### src/rtl/cdec8_seq.sv
// rtl/cdec8_seq.sv - CDEC8 microsequencer (fetch/decode/operand/execute)
// Optional single-step hold state enabled by defining CDEC8_SINGLE_STEP_EN.
module cdec8_seq #(
  parameter logic [4:0] ALU_THRU = 5'h00,
  parameter logic [4:0] ALU_INC  = 5'h01,
  parameter logic [1:0] ALU_GRP  = 2'b10,
  parameter logic [2:0] DST_NULL = 3'b110
) (
  input  logic        clock,
  input  logic        reset_N,
  input  logic [7:0]  I,
  input  logic [2:0]  SZCy,
  input  logic        run,
`ifdef CDEC8_SINGLE_STEP_EN
  input  logic        step,
`endif
  output logic [14:0] ctrl,
  output logic [7:0]  state,
  output logic        halted,
  output logic        illegal
);

  typedef enum logic [3:0] {
    S_IDLE = 4'h0, S_F0 = 4'h1, S_F1 = 4'h2, S_F2 = 4'h3, S_F3 = 4'h4,
    S_DEC  = 4'h5, S_O0 = 4'h6, S_O1 = 4'h7, S_O2 = 4'h8,
    S_E0   = 4'h9, S_E1 = 4'hA, S_E2 = 4'hB, S_STEP = 4'hE, S_HALT = 4'hF
  } st_t;

  localparam logic [2:0] X_PC = 3'd0, X_A = 3'd1, X_R = 3'd4, X_RDR = 3'd5, X_NONE = 3'd7;
  localparam logic [2:0] D_PC = 3'd0, D_A = 3'd1, D_MAR = 3'd4, D_WDR = 3'd5, D_I = 3'd7;

  // End-of-instruction target: single-step parks in STEP before the next fetch.
`ifdef CDEC8_SINGLE_STEP_EN
  localparam st_t S_NEXT = S_STEP;
`else
  localparam st_t S_NEXT = S_F0;
`endif

  st_t        st, nxt;
  logic [2:0] cls;
  logic [2:0] reg_code;
  logic       cond_bit, cond;

  assign cls      = I[7:5];
  assign reg_code = (I[1:0] == 2'b00) ? X_A : {1'b0, I[1:0]};
  assign cond     = cond_bit ^ I[2];
  assign state    = {4'h0, st};
  assign illegal  = (st == S_DEC) && (cls[2:1] == 2'b11);

  always_comb begin
    case (I[1:0])
      2'b00:   cond_bit = SZCy[2];
      2'b01:   cond_bit = SZCy[1];
      2'b10:   cond_bit = SZCy[0];
      default: cond_bit = 1'b1;
    endcase
  end

  always_comb begin
    nxt = st;
    case (st)
      S_IDLE: nxt = S_F0;
      S_F0:   nxt = S_F1;
      S_F1:   nxt = S_F2;
      S_F2:   nxt = S_F3;
      S_F3:   nxt = S_DEC;
      S_DEC: begin
        case (cls)
          3'b000:                      nxt = I[0] ? S_HALT : S_NEXT;
          3'b010:                      nxt = S_E0;
          3'b001, 3'b011, 3'b100, 3'b101: nxt = S_O0;
          default:                     nxt = S_NEXT;
        endcase
      end
      S_O0:   nxt = S_O1;
      S_O1:   nxt = S_O2;
      // Jcc resolves here; the operand has already been skipped either way.
      S_O2:   nxt = (cls == 3'b101 && !cond) ? S_NEXT : S_E0;
      S_E0:   nxt = (cls == 3'b010 || cls == 3'b011) ? S_E1 : S_NEXT;
      S_E1:   nxt = S_E2;
      S_E2:   nxt = S_NEXT;
`ifdef CDEC8_SINGLE_STEP_EN
      S_STEP: nxt = step ? S_F0 : S_STEP;
`else
      S_STEP: nxt = S_F0;
`endif
      S_HALT: nxt = run ? S_F0 : S_HALT;
      default: nxt = S_IDLE;
    endcase
  end

  always_ff @(posedge clock or negedge reset_N) begin
    if (!reset_N) begin
      st     <= S_IDLE;
      halted <= 1'b0;
    end else begin
      st     <= nxt;
      halted <= (nxt == S_HALT);
    end
  end

  logic [1:0] mmrw;
  logic       fwr, rwr;
  logic [2:0] xdst, xsrc;
  logic [4:0] aluop;

  always_comb begin
    mmrw  = 2'b00;
    fwr   = 1'b0;
    rwr   = 1'b0;
    xdst  = DST_NULL;
    aluop = ALU_THRU;
    xsrc  = X_NONE;
    case (st)
      S_F0, S_O0: begin xsrc = X_PC; xdst = D_MAR; end
      S_F1, S_O1: begin xsrc = X_PC; aluop = ALU_INC; rwr = 1'b1; mmrw = 2'b10; end
      S_F2, S_O2: begin xsrc = X_R; xdst = D_PC; end
      S_F3:       begin xsrc = X_RDR; xdst = D_I; end
      S_E0: begin
        case (cls)
          3'b001:         begin xsrc = X_RDR; xdst = reg_code; end
          3'b010:         xsrc = reg_code;
          3'b011:         begin xsrc = X_RDR; xdst = D_MAR; end
          3'b100, 3'b101: begin xsrc = X_RDR; xdst = D_PC; end
          default: ;
        endcase
      end
      S_E1: begin
        if (cls == 3'b010) begin
          xsrc = X_A; aluop = {ALU_GRP, I[4:2]}; rwr = 1'b1; fwr = 1'b1;
        end else if (cls == 3'b011) begin
          xsrc = X_A; xdst = D_WDR;
        end
      end
      S_E2: begin
        if (cls == 3'b010) begin
          xsrc = X_R; xdst = D_A;
        end else if (cls == 3'b011) begin
          mmrw = 2'b01;
        end
      end
      default: ;
    endcase
  end

  assign ctrl = {mmrw, fwr, rwr, xdst, aluop, xsrc};

endmodule

### config.mk
export PLATFORM = sky130hd
export DESIGN_NAME = cdec8_seq
export DESIGN_NICKNAME = d
export VERILOG_FILES = /design/src/rtl/cdec8_seq.sv
export SDC_FILE = /design/constraint.sdc
export NUM_CORES = 1
export LEC_CHECK = 0
export ABC_AREA = 1
export CORE_MARGIN = 2
export CORE_UTILIZATION = 41
export DETAILED_ROUTE_END_ITERATION = 12
export PLACE_DENSITY = 0.77
export SLEW_MARGIN = 20
export SYNTH_ARGS = -nofsm -noshare
export SYNTH_HDL_FRONTEND = slang
export SYNTH_SLANG_ARGS = --single-unit
### constraint.sdc
create_clock -name clock -period 1.9 [get_ports clock]
set_input_delay 0.38 -clock clock [delete_from_list [all_inputs] [get_ports clock]]
set_output_delay 0.38 -clock clock [all_outputs]
set_load 0.01 [all_outputs]
==> reports/metrics.yaml <==
detailed_routing:
  wl_per_cell_um: 13.92
  dr.pass1.iters: 4
  vias_per_cell: 5.058
  drt_wl_total_um: 3341
  antenna_left: 0
  num_vias: 1214
  drt-initial-drc-count: 33
  drc: 0
finish:
  stdcell_count: 240
  drive_above_1_share_pct: 54.46
  synthToLayoutAreaGrowth_pct: 91.17
  nets: 228
  fin_area_um2: 1572
  diodes: 0
timing:
  setup_slack_ps: -109.2
  fin_skew_ps: 1.595
  report.final.slew_viol_count: 0
  finalCritPeriodShare_pct: 105.7
  fmax_ghz: 0.4977
  finalHoldViolCount: 0
  rsz0062_at_grt: "true"
  period_minus_slack_ps: 2009
  setup_viol: 4
placed_design:
  place_area_um2: 1359
  pre_cts_ws_ps: -634.0
  numPortBuffers: 33
  dp_hpwl_um: 2096
  dp.cells: 219
  place.gp.congestion: 0.9125
global_route:
  gr-total-overflow: 0
  antenna_found_initial: 0
  grt_use_total_pct: 27.14
  grt_max_degree: 8
  grt_pass1_wl_um: 5119
  grt_pass1_vias: 1185
die:
  die_h_um: 48.78
  initial_core_util_pct: 42.77
  die_area_um2: 2379
  ios: 39
  core_um2: 1922
  die_w_um: 48.78
  rows: 16
worst_setup_path:
  path_common_cell: "nand2_4"
  cp.depth: 10
  rr_startpoint: "st[1]"
  crit_required_ps: 1520
  startpoint_type: "register"
  crit_fanout: 5
  critPathArrivalTime_ps: 1630
  crit_chain: "buf_6 -> nand2_4 -> inv_4 -> nand2_4 -> nand2_4 -> nor3_4 -> buf_4 -> inv_2 -> nand4_1 -> buf_2"
  worstPathBufferInverterCount: 5
  max_stage_delay_ps: 460
  crit_family: "buffers and inverters"
  worstSetupPathType: "reg2out"
  reg2reg_slack_ps: 380
  reg2reg_depth: 10
  r2r_end: "st[2]"
  crit_end: "ctrl[9]"
  critPathSlowestCell: "dfrtp_2"
  critical_path.startpoint: "st[0]"
  cp-end-kind: "output port"
clock_tree:
  cts_buffers: 3
  clkLatencyLatePin_ps: 240
  ctsHtreeMaxLevel: 1
  ctsRootBufferMaster: "clkbuf_4"
  ctsLongestPathBuffers: 2
  clock-sinks: 5
  clkTransAtPathRegs_ps: 40
  tritoncts: "done"
yosys:
  synth_edf_count: 0
  synthArstFlopShare_pct: 100.0
  seq_area_frac_synth_pct: 15.22
  synth_cells: 134
  synth-main-ff-cell: "dfrtp_1"
  ys_types: 27
  syn_area_per_cell_um2: 6.135
  synth_area_um2: 822.0
  ys_ff_latch: 5
  ys.warnings.count: 0
power:
  powerDensity_nw_per_um2: 1458
  power_leakage_uw: 0.0008636
  irDropWorstVdd_v: 0.001101
outcome:
  status: "finished, violations left"
  violations: "negative setup slack"
job:
  max_cap_violations: 0
worst_hold_path:
  hold_class: "in2async"
cells by family (layout without fill, tap and decap cells):
group / Yosys count / after routing / synth area share, %
AO/OA/AOI/OAI: 14 / 14 / 12.33
buffers and inverters: 36 / 111 / 20.09
flip-flops: 5 / 5 / 15.22
other: 1 / 5 / 0.4562
AND/OR/NAND/NOR: 78 / 78 / 51.90
synth_stat cells (3+ instances only):
cell / n / area [µm²]
nand2_1: 23 / 86.33
inv_1: 19 / 71.32
nand3_1: 12 / 60.06
nor2_1: 10 / 37.54
inv_2: 9 / 33.78
buf_4: 8 / 60.06
nand2_2: 8 / 50.05
nor2_2: 7 / 43.79
dfrtp_1: 5 / 125.1
nand4_1: 5 / 31.28
nor3_1: 4 / 20.02
a21oi_1: 3 / 15.01
nand2_4: 3 / 33.78
metrics by stage:
| step | TNS [ps] | power [µW] | util (%) | hold slack, ps |
|---|---|---|---|---|
| global route | -775.2 | 2440 | 81.77 | 362.0 |
| detailed placement | -6859 | 1849 | 70.70 | 608.6 |
| global placement | -5835 | 1813 | 70.70 | 606.3 |
| floorplan | 0 | 1048 | - | 84.41 |
| finish | -291.9 | 2292 | 81.77 | 355.5 |
| CTS | -115.7 | 2149 | 81.51 | 356.3 |
repair_timing:
action                                  4_1_cts  5_1_grt
resized for setup                            75       17
setup buffers                                16        1
hold buffers                                  0        0
endpoints found under the setup margin       15       12
pin swaps                                     6        3
sequential cells by signal, summed over array words and instances, names as in the netlist:
register,count
halted,1
st,4
where the power goes:
group | switching [µW] | internal (µW) | total, µW
clock | 39.0 | 79.1 | 118
sequential | 74.8 | 160 | 235
combinational | 1040 | 895 | 1940
total | 1160 | 1130 | 2290
worst min-delay path by stage:
| stage | endpoint | slack (ps) |
|---|---|---|
| after global routing | halted | 360 |
| after floorplan | halted | 80 |
| after CTS | halted | 360 |
| final | st[1] | 360 |
| after global placement | st[0] | 610 |
| after detailed placement | halted | 610 |
cell usage in the layout (no fill, tap or decap), types with 5 or more instances in the layout:
cell type	netlist	final
buf_4	8	43
nand2_1	23	22
inv_1	19	14
clkdlybuf4s50_1	0	13
inv_2	9	11
nand3_1	12	11
buf_2	0	9
nor2_4	1	7
dlygate4sd2_1	0	7
nand2_4	3	6
nor2_2	7	6
nand2_2	8	5
nor2_1	10	5
nand4_1	5	5
conb_1	1	5
metal layers:
| metal | global-route usage (%) | wire, µm | up-vias |
|---|---|---|---|
| li1 | - | - | 572 |
| met1 | 31.87 | 1375 | 583 |
| met2 | 47.49 | 1727 | 46 |
| met3 | 4.908 | 131 | 13 |
| met4 | 12.86 | 106 | 0 |
| met5 | 0 | 0 | - |
layout make-up:
type | count | area [µm²]
Clock buffer | 4 | 26.28
Fill cell | 136 | 350.3
Inverter | 28 | 112.6
Multi-Input combinational cell | 97 | 649.4
Sequential cell | 5 | 128.9
Tap cell | 27 | 33.78
Timing Repair Buffer | 79 | 620.6
No activity file was read; power rests on OpenSTA's default activity.
